===== config.mk =====
export PLATFORM = sky130hd
export DESIGN_NAME = voice_gate_sched
export DESIGN_NICKNAME = d
export VERILOG_FILES = /design/src/rtl/voice_gate_sched.sv
export SDC_FILE = /design/constraint.sdc
export NUM_CORES = 1
export LEC_CHECK = 0
export BUFFER_PORTS_ARGS = -buffer_cell sky130_fd_sc_hd__buf_2
export CAP_MARGIN = 5
export CORE_MARGIN = 2
export CORE_UTILIZATION = 60
export CTS_BUF_LIST = sky130_fd_sc_hd__clkbuf_8
export DETAILED_ROUTE_END_ITERATION = 16
export GPL_TIMING_DRIVEN = 0
export PLACE_DENSITY = 0.77
export SYNTH_ARGS = -nofsm -noshare
export SYNTH_HDL_FRONTEND = slang
export SYNTH_SLANG_ARGS = --single-unit

===== constraint.sdc =====
create_clock -name clk -period 4.8 [get_ports clk]
set_input_delay 0.96 -clock clk [delete_from_list [all_inputs] [get_ports clk]]
set_output_delay 0.96 -clock clk [all_outputs]
set_load 0.02 [all_outputs]

===== src/rtl/voice_gate_sched.sv =====
// voice_gate_sched: 32-voice note allocator plus time-multiplexed gate scanner.
// Latency: a command transferred at clock T commits at T+33; cmd_ready returns at T+34.
// Backpressure: cmd_ready is high only while the allocator is idle; commands wait upstream.
//
// Optional feature macro: VOICE_STEAL_EN. When defined, a note-on that finds neither a
// matching nor a free voice steals the voice at a round-robin pointer; otherwise it drops.
//
// Ports:
//   clk, rst_n                         clock, asynchronous active-low reset
//   cmd_valid/cmd_ready/cmd_on/cmd_note note command (valid/ready)
//   ena, sel, GATE, frame_start        slot strobe, slot voice, its effective gate, frame pulse
//   alloc_valid/alloc_voice/alloc_note report of a note-on assignment or retrigger
//   drop                               command discarded (no match)
module voice_gate_sched #(
   parameter int VOICES    = 32,
   parameter int SLOT_CLKS = 4
) (
   input  logic       clk,
   input  logic       rst_n,
   input  logic       cmd_valid,
   output logic       cmd_ready,
   input  logic       cmd_on,
   input  logic [6:0] cmd_note,
   output logic       ena,
   output logic [4:0] sel,
   output logic       GATE,
   output logic       frame_start,
   output logic       alloc_valid,
   output logic [4:0] alloc_voice,
   output logic [6:0] alloc_note,
   output logic       drop
);

   localparam int            CW       = $clog2(SLOT_CLKS);
   localparam logic [CW-1:0] CNT_LAST = CW'(SLOT_CLKS - 1);

   typedef enum logic [1:0] {IDLE, SEARCH, COMMIT} state_t;

   // Per-voice tables
   logic [VOICES-1:0] gate_q;
   logic [VOICES-1:0] hold_q;
   logic [6:0]        note_q [VOICES];

   // Scanner
   logic          active;
   logic [CW-1:0] cnt;
   logic          slot_end;
   logic          gate_load;
   logic [4:0]    load_idx;
   logic          load_gate;
   logic          load_hold;
   logic          slot_hold;

   // Allocator
   state_t     state;
   state_t     state_nxt;
   logic       xfer;
   logic       cur_on;
   logic [6:0] cur_note;
   logic [4:0] scan_idx;
   logic       have_match;
   logic       have_free;
   logic [4:0] match_v;
   logic [4:0] free_v;

   // Table write port, driven only in COMMIT
   logic       wr_en;
   logic [4:0] wr_voice;
   logic [6:0] wr_note;
   logic       wr_gate;
   logic       wr_hold;

`ifdef VOICE_STEAL_EN
   logic [4:0] steal_ptr;
   logic       steal_adv;
`endif

   // ------------------------------------------------------------------
   // Slot scanner. 'active' holds the scanner off for the first edge after
   // reset release so that the first clock out of reset shows ena=1, sel=0.
   // ------------------------------------------------------------------
   assign slot_end    = active && (cnt == CNT_LAST);
   assign gate_load   = !active || slot_end;
   assign load_idx    = active ? sel + 5'd1 : sel;
   assign ena         = active && (cnt == '0);
   assign frame_start = ena && (sel == 5'd0);

   // GATE for the slot about to open is taken from the tables as they will
   // be after this edge, so a COMMIT on the boundary clock lands in that slot.
   assign load_gate = (wr_en && (wr_voice == load_idx)) ? wr_gate : gate_q[load_idx];
   assign load_hold = (wr_en && (wr_voice == load_idx)) ? wr_hold : hold_q[load_idx];

   always_ff @(posedge clk or negedge rst_n) begin
      if (!rst_n) begin
         active    <= 1'b0;
         cnt       <= '0;
         sel       <= '0;
         GATE      <= 1'b0;
         slot_hold <= 1'b0;
      end else begin
         active <= 1'b1;
         if (active) begin
            cnt <= slot_end ? '0 : cnt + CW'(1);
         end
         if (slot_end) begin
            sel <= sel + 5'd1;
         end
         if (gate_load) begin
            GATE      <= load_gate & ~load_hold;
            // Remembers that this slot opened with hold set: it is the one
            // muted slot, and hold is released at its last clock.
            slot_hold <= load_hold;
         end
      end
   end

   // ------------------------------------------------------------------
   // Allocator FSM
   // ------------------------------------------------------------------
   assign xfer = cmd_valid && cmd_ready;

   always_ff @(posedge clk or negedge rst_n) begin
      if (!rst_n) begin
         state <= IDLE;
      end else begin
         state <= state_nxt;
      end
   end

   // Linear search, one voice per clock; keeps the lowest hit of each kind.
   always_ff @(posedge clk or negedge rst_n) begin
      if (!rst_n) begin
         cur_on     <= 1'b0;
         cur_note   <= '0;
         scan_idx   <= '0;
         have_match <= 1'b0;
         have_free  <= 1'b0;
         match_v    <= '0;
         free_v     <= '0;
      end else if (xfer) begin
         cur_on     <= cmd_on;
         cur_note   <= cmd_note;
         scan_idx   <= '0;
         have_match <= 1'b0;
         have_free  <= 1'b0;
         match_v    <= '0;
         free_v     <= '0;
      end else if (state == SEARCH) begin
         if (!have_match && gate_q[scan_idx] && (note_q[scan_idx] == cur_note)) begin
            have_match <= 1'b1;
            match_v    <= scan_idx;
         end
         if (!have_free && !gate_q[scan_idx]) begin
            have_free <= 1'b1;
            free_v    <= scan_idx;
         end
         scan_idx <= scan_idx + 5'd1;
      end
   end

   always_comb begin
      state_nxt   = state;
      cmd_ready   = 1'b0;
      wr_en       = 1'b0;
      wr_voice    = '0;
      wr_note     = '0;
      wr_gate     = 1'b0;
      wr_hold     = 1'b0;
      alloc_valid = 1'b0;
      alloc_voice = '0;
      alloc_note  = '0;
      drop        = 1'b0;
`ifdef VOICE_STEAL_EN
      steal_adv   = 1'b0;
`endif
      case (state)
         IDLE: begin
            cmd_ready = active;
            if (cmd_valid && active) begin
               state_nxt = SEARCH;
            end
         end
         SEARCH: begin
            if (scan_idx == 5'd31) begin
               state_nxt = COMMIT;
            end
         end
         COMMIT: begin
            state_nxt = IDLE;
            if (cur_on) begin
               if (have_match) begin
                  // Retrigger: gate stays up, hold mutes one slot.
                  wr_en       = 1'b1;
                  wr_voice    = match_v;
                  wr_note     = cur_note;
                  wr_gate     = 1'b1;
                  wr_hold     = 1'b1;
                  alloc_valid = 1'b1;
                  alloc_voice = match_v;
                  alloc_note  = cur_note;
               end else if (have_free) begin
                  wr_en       = 1'b1;
                  wr_voice    = free_v;
                  wr_note     = cur_note;
                  wr_gate     = 1'b1;
                  wr_hold     = 1'b0;
                  alloc_valid = 1'b1;
                  alloc_voice = free_v;
                  alloc_note  = cur_note;
               end else begin
`ifdef VOICE_STEAL_EN
                  wr_en       = 1'b1;
                  wr_voice    = steal_ptr;
                  wr_note     = cur_note;
                  wr_gate     = 1'b1;
                  wr_hold     = 1'b1;
                  alloc_valid = 1'b1;
                  alloc_voice = steal_ptr;
                  alloc_note  = cur_note;
                  steal_adv   = 1'b1;
`else
                  drop        = 1'b1;
`endif
               end
            end else begin
               if (have_match) begin
                  wr_en    = 1'b1;
                  wr_voice = match_v;
                  wr_note  = cur_note;
                  wr_gate  = 1'b0;
                  wr_hold  = 1'b0;
               end else begin
                  drop = 1'b1;
               end
            end
         end
         default: state_nxt = IDLE;
      endcase
   end

   // ------------------------------------------------------------------
   // Tables. The COMMIT write is last so it overrides a hold release that
   // targets the same voice on the same clock.
   // ------------------------------------------------------------------
   always_ff @(posedge clk or negedge rst_n) begin
      if (!rst_n) begin
         gate_q <= '0;
         hold_q <= '0;
         for (int v = 0; v < VOICES; v++) begin
            note_q[v] <= '0;
         end
      end else begin
         if (slot_end && slot_hold) begin
            hold_q[sel] <= 1'b0;
         end
         if (wr_en) begin
            gate_q[wr_voice] <= wr_gate;
            hold_q[wr_voice] <= wr_hold;
            note_q[wr_voice] <= wr_note;
         end
      end
   end

`ifdef VOICE_STEAL_EN
   always_ff @(posedge clk or negedge rst_n) begin
      if (!rst_n) begin
         steal_ptr <= '0;
      end else if (steal_adv) begin
         steal_ptr <= steal_ptr + 5'd1;
      end
   end
`endif

endmodule


==> results by group <==
STA
  • Slew margin rel.: 5.455%
  • Largest clock skew in the final design: ~26 ps
  • Setup repair after global routing missed its margin: no
  • Fmax: between 200 and 250 MHz
  • Number of endpoints failing setup at the final stage: 0
  • Final Slew Violations: 0
  • Final Hold Violating Endpoints: 0
  • Min cycle time layout: 4461 ps
  • Final cycle utilization of the critical path: between 90 and 100%
  • Setup tns final: 0 ps
  • Worst slew pin tran: 1413 ps

Worst setup path
  • Critical path's largest stage delay: 540 ps
  • Data required time at the worst endpoint: around 3800 ps
  • Class of the most critical setup path: register to primary output
  • Highest fanout seen on the critical path: 10
  • Slowest cell on the critical path: sky130_fd_sc_hd__clkbuf_1
  • Gate family responsible for the most delay along the worst path: buffers and inverters
  • Worst path most repeated cell: sky130_fd_sc_hd__clkbuf_1
  • CP cell instances: nor2b_1 -> clkbuf_1 -> nand2_1 -> or2_2 -> inv_1 -> clkbuf_1 -> and2_1 -> buf_2
  • Worst EP arrival: 3500 ps
  • Startpoint kind of the worst setup timing path: register
  • Kind of end point of the critical path: primary output
  • Number of buffer and inverter instances along the worst setup path: 4

GRT
  • Via count of the first global-routing pass: between 10000 and 15000
  • Global-route wire length before repair: 69990 um
  • GRT Resource Usage Total: a little over a third
  • Maximum number of pins on one net before global-route repair: a little over 100
  • Overflow left after global routing: 0
  • Number of antenna violations at the first check in global routing: 0

Yosys
  • Net count after synthesis: ~1300
  • Commonest cells in the netlist: sky130_fd_sc_hd__dfrtp_1 (325), sky130_fd_sc_hd__nand2_1 (224), sky130_fd_sc_hd__mux2_2 (127)
  • Yosys top cell area share: about 52%
  • Yosys reg bits: 325
  • Most common flop cell mapped by yosys: sky130_fd_sc_hd__dfrtp_1
  • Yosys synthesis warning count: 0
  • Count of mapped cells out of synthesis: between 1000 and 1500
  • Count of flip-flops with a built-in enable after synthesis: 0
  • Share of synthesized registers carrying an async set or reset: 100.0%
  • Post-synthesis instance area: 15510 um^2
  • Most numerous cell in the Yosys netlist: sky130_fd_sc_hd__dfrtp_1
  • Synth area leader: sky130_fd_sc_hd__dfrtp_1
  • Synth cell types: 47
  • Avg Synthesized Cell Area: between 10 and 15 um^2
  • Part of the Yosys area used for sequential elements: 52.42%
  • Cell types with the largest area share after synthesis: sky130_fd_sc_hd__dfrtp_1 (52%), sky130_fd_sc_hd__mux4_2 (10%), sky130_fd_sc_hd__mux2_2 (9.2%)

Final layout
  • Post-route core utilization: approximately 69%
  • Post-synthesis to final-layout area growth: 11.88%
  • Final-stage net count: ~1400
  • Inserted Diodes: 0
  • Fraction of final layout cells sized beyond drive strength 1: a little under a quarter

Routing
  • Wire length per cell after detailed routing: roughly 26 um
  • Detailed-route wire length: ~46000 um
  • Detailed-route vias per instance: approximately 6.6
  • Starting DRC count in detailed routing: 1517
  • Vias: 11750
  • Number of optimization iterations in the first detailed-route pass: 7
  • Number of nets still failing antenna checks after routing: 0
  • DRC violations left: 0

CTS
  • TritonCTS Buffers: 52
  • Clock tree buffer depth: 3
  • CTS-repair resized insts: 0
  • Setup repair bufs after CTS: 0
  • H-tree levels: 2
  • Worst-skew pair later-pin latency: approximately 600 ps
  • Number of sinks driven by the clock tree: about 330
  • Clock tree root driver cell: sky130_fd_sc_hd__clkbuf_8
  • Reg clk slew, reported paths: ~60 ps
  • TritonCTS clock tree: done
  • Hold buffer count at cts: 0

Floorplanning
  • Die height: between 150 and 200 um
  • Count of boundary I/O pins: 34
  • Effective utilization at floorplan: between 60% and 70%
  • Row count: 58
  • Die Area: 27160 um^2
  • Die outline width: between 150 and 200 um
  • Area of the core: about 25000 um^2

Run
  • Max-cap violation count: 0

Place
  • Half-perimeter wire length after placement: ~31000 um
  • Count of buffers inserted at the top-level ports: 33
  • Routability congestion estimate: roughly 0.91

Pwr
  • Leakage power: around 8.0 nW
  • Largest vdd supply drop: ~0.37 mV
  • Cell Pwr Density: about 440 nW/um^2
  • Power Total: 0.007553 W

Min path
  • Hold Crit Class: primary input to asynchronous set/reset pin

Outcome
  • Status: complete, no violations
-- routing by layer --
layer  up-vias  track usage (%)  routed length (um)
li1       4883                -                   -
met1      5974            47.62               17650
met2       730            53.82               20880
met3       164            8.714                5104
met4         0            16.96                2426
met5         -                0                   0
-- registers in the layout, summed over array words and instances (netlist names), 5 cells and up --
signal / cells
scan_idx: 5
note_q: 224
match_v: 5
free_v: 5
gate_q: 32
sel: 5
cur_note: 7
hold_q: 32
-- per-stage QoR --
stage	std cells	instance area, um^2	setup WS [ps]	hold WS (ps)
finish	1775	17360	339.1	299.4
global route	1775	17360	283.2	349.9
CTS	1772	17320	511.6	322.4
detailed placement	1680	16250	1136	469.7
global placement	1672	16090	-3210	457.5
floorplan	1309	15510	1705	444.6
-- cell type report --
cell class / instances / area, um^2
Timing Repair Buffer: 44 / 347.8
Multi-Input combinational cell: 889 / 6995
Inverter: 10 / 37.54
Buffer: 85 / 357.8
Tap cell: 330 / 412.9
Clock inverter: 23 / 122.6
Clock buffer: 69 / 949.7
Sequential cell: 325 / 8133
Fill cell: 1867 / 7898
-- power breakdown --
| part | total [W] | switching [W] | leakage, nW | internal [W] |
|---|---|---|---|---|
| clock network | 0.00246 | 0.00113 | 0.621 | 0.00133 |
| registers | 0.00307 | 0.000207 | 4.49 | 0.00287 |
| logic | 0.00202 | 0.00132 | 2.85 | 0.000707 |
-- worst register-to-register path, stage by stage, from the launching register on --
cell                       delay [ps]
sky130_fd_sc_hd__dfrtp_1          390
sky130_fd_sc_hd__nor2b_1          160
sky130_fd_sc_hd__clkbuf_1         410
sky130_fd_sc_hd__clkbuf_1         460
sky130_fd_sc_hd__nand2_1          190
sky130_fd_sc_hd__nor2_1           270
sky130_fd_sc_hd__nand2_1          220
sky130_fd_sc_hd__nor2_1          1110
sky130_fd_sc_hd__mux2_2           430
-- logic make-up (layout without fill, tap and decap cells) --
| group | Yosys count | after routing | synth area share [%] |
|---|---|---|---|
| DFF | 325 | 325 | 52.42 |
| adders and majority gates | 8 | 8 | 0.6452 |
| xor gates and xnor gates | 27 | 27 | 1.573 |
| buffers and inverters | 95 | 231 | 2.549 |
| muxes | 282 | 282 | 25.11 |
| AOI/OAI and AO/OA | 212 | 212 | 7.726 |
| and+or+nand+nor | 359 | 359 | 9.952 |
| other | 1 | 1 | 0.02417 |
-- cell usage in the layout (no fill, tap or decap), types with 6 or more instances in the layout --
master / instances
sky130_fd_sc_hd__buf_2: 45
sky130_fd_sc_hd__mux2_1: 20
sky130_fd_sc_hd__nor3_1: 7
sky130_fd_sc_hd__dfrtp_1: 325
sky130_fd_sc_hd__xnor2_1: 14
sky130_fd_sc_hd__clkbuf_8: 69
sky130_fd_sc_hd__a21oi_1: 17
sky130_fd_sc_hd__mux2i_1: 64
sky130_fd_sc_hd__clkbuf_1: 61
sky130_fd_sc_hd__o221ai_1: 10
sky130_fd_sc_hd__ha_1: 8
sky130_fd_sc_hd__nand2_1: 224
sky130_fd_sc_hd__xor2_1: 12
sky130_fd_sc_hd__a22oi_1: 6
sky130_fd_sc_hd__nand4_1: 7
sky130_fd_sc_hd__buf_4: 6
sky130_fd_sc_hd__and3_1: 10
sky130_fd_sc_hd__buf_6: 8
sky130_fd_sc_hd__mux2_2: 127
sky130_fd_sc_hd__and2_1: 16
sky130_fd_sc_hd__inv_1: 26
sky130_fd_sc_hd__mux4_2: 71
sky130_fd_sc_hd__o211ai_1: 13
sky130_fd_sc_hd__nand3_1: 22
sky130_fd_sc_hd__o21ai_1: 83
sky130_fd_sc_hd__nor2_1: 45
sky130_fd_sc_hd__o21ai_0: 62
sky130_fd_sc_hd__o22ai_1: 7
-- path summary, 6_finish.rpt --
path / startpoint / endpoint / slack (ps) / cells past startpoint
max in group asynchronous: rst_n / note_q[143]$_DFFE_PN0P_ / 3290 / 3
hold reg to reg: note_q[128]$_DFFE_PN0P_ / note_q[128]$_DFFE_PN0P_ / 480 / 2
setup / recovery: state[1]$_DFFE_PN0P_ / alloc_note[0] / 340 / 8
hold / removal: rst_n / cur_note[4]$_DFFE_PN0P_ / 300 / 1
min in group clk: note_q[128]$_DFFE_PN0P_ / note_q[128]$_DFFE_PN0P_ / 480 / 2
setup reg to reg: state[1]$_DFFE_PN0P_ / gate_q[14]$_DFFE_PN0P_ / 1020 / 8
Note: power is estimated with default switching activity, not from simulation.
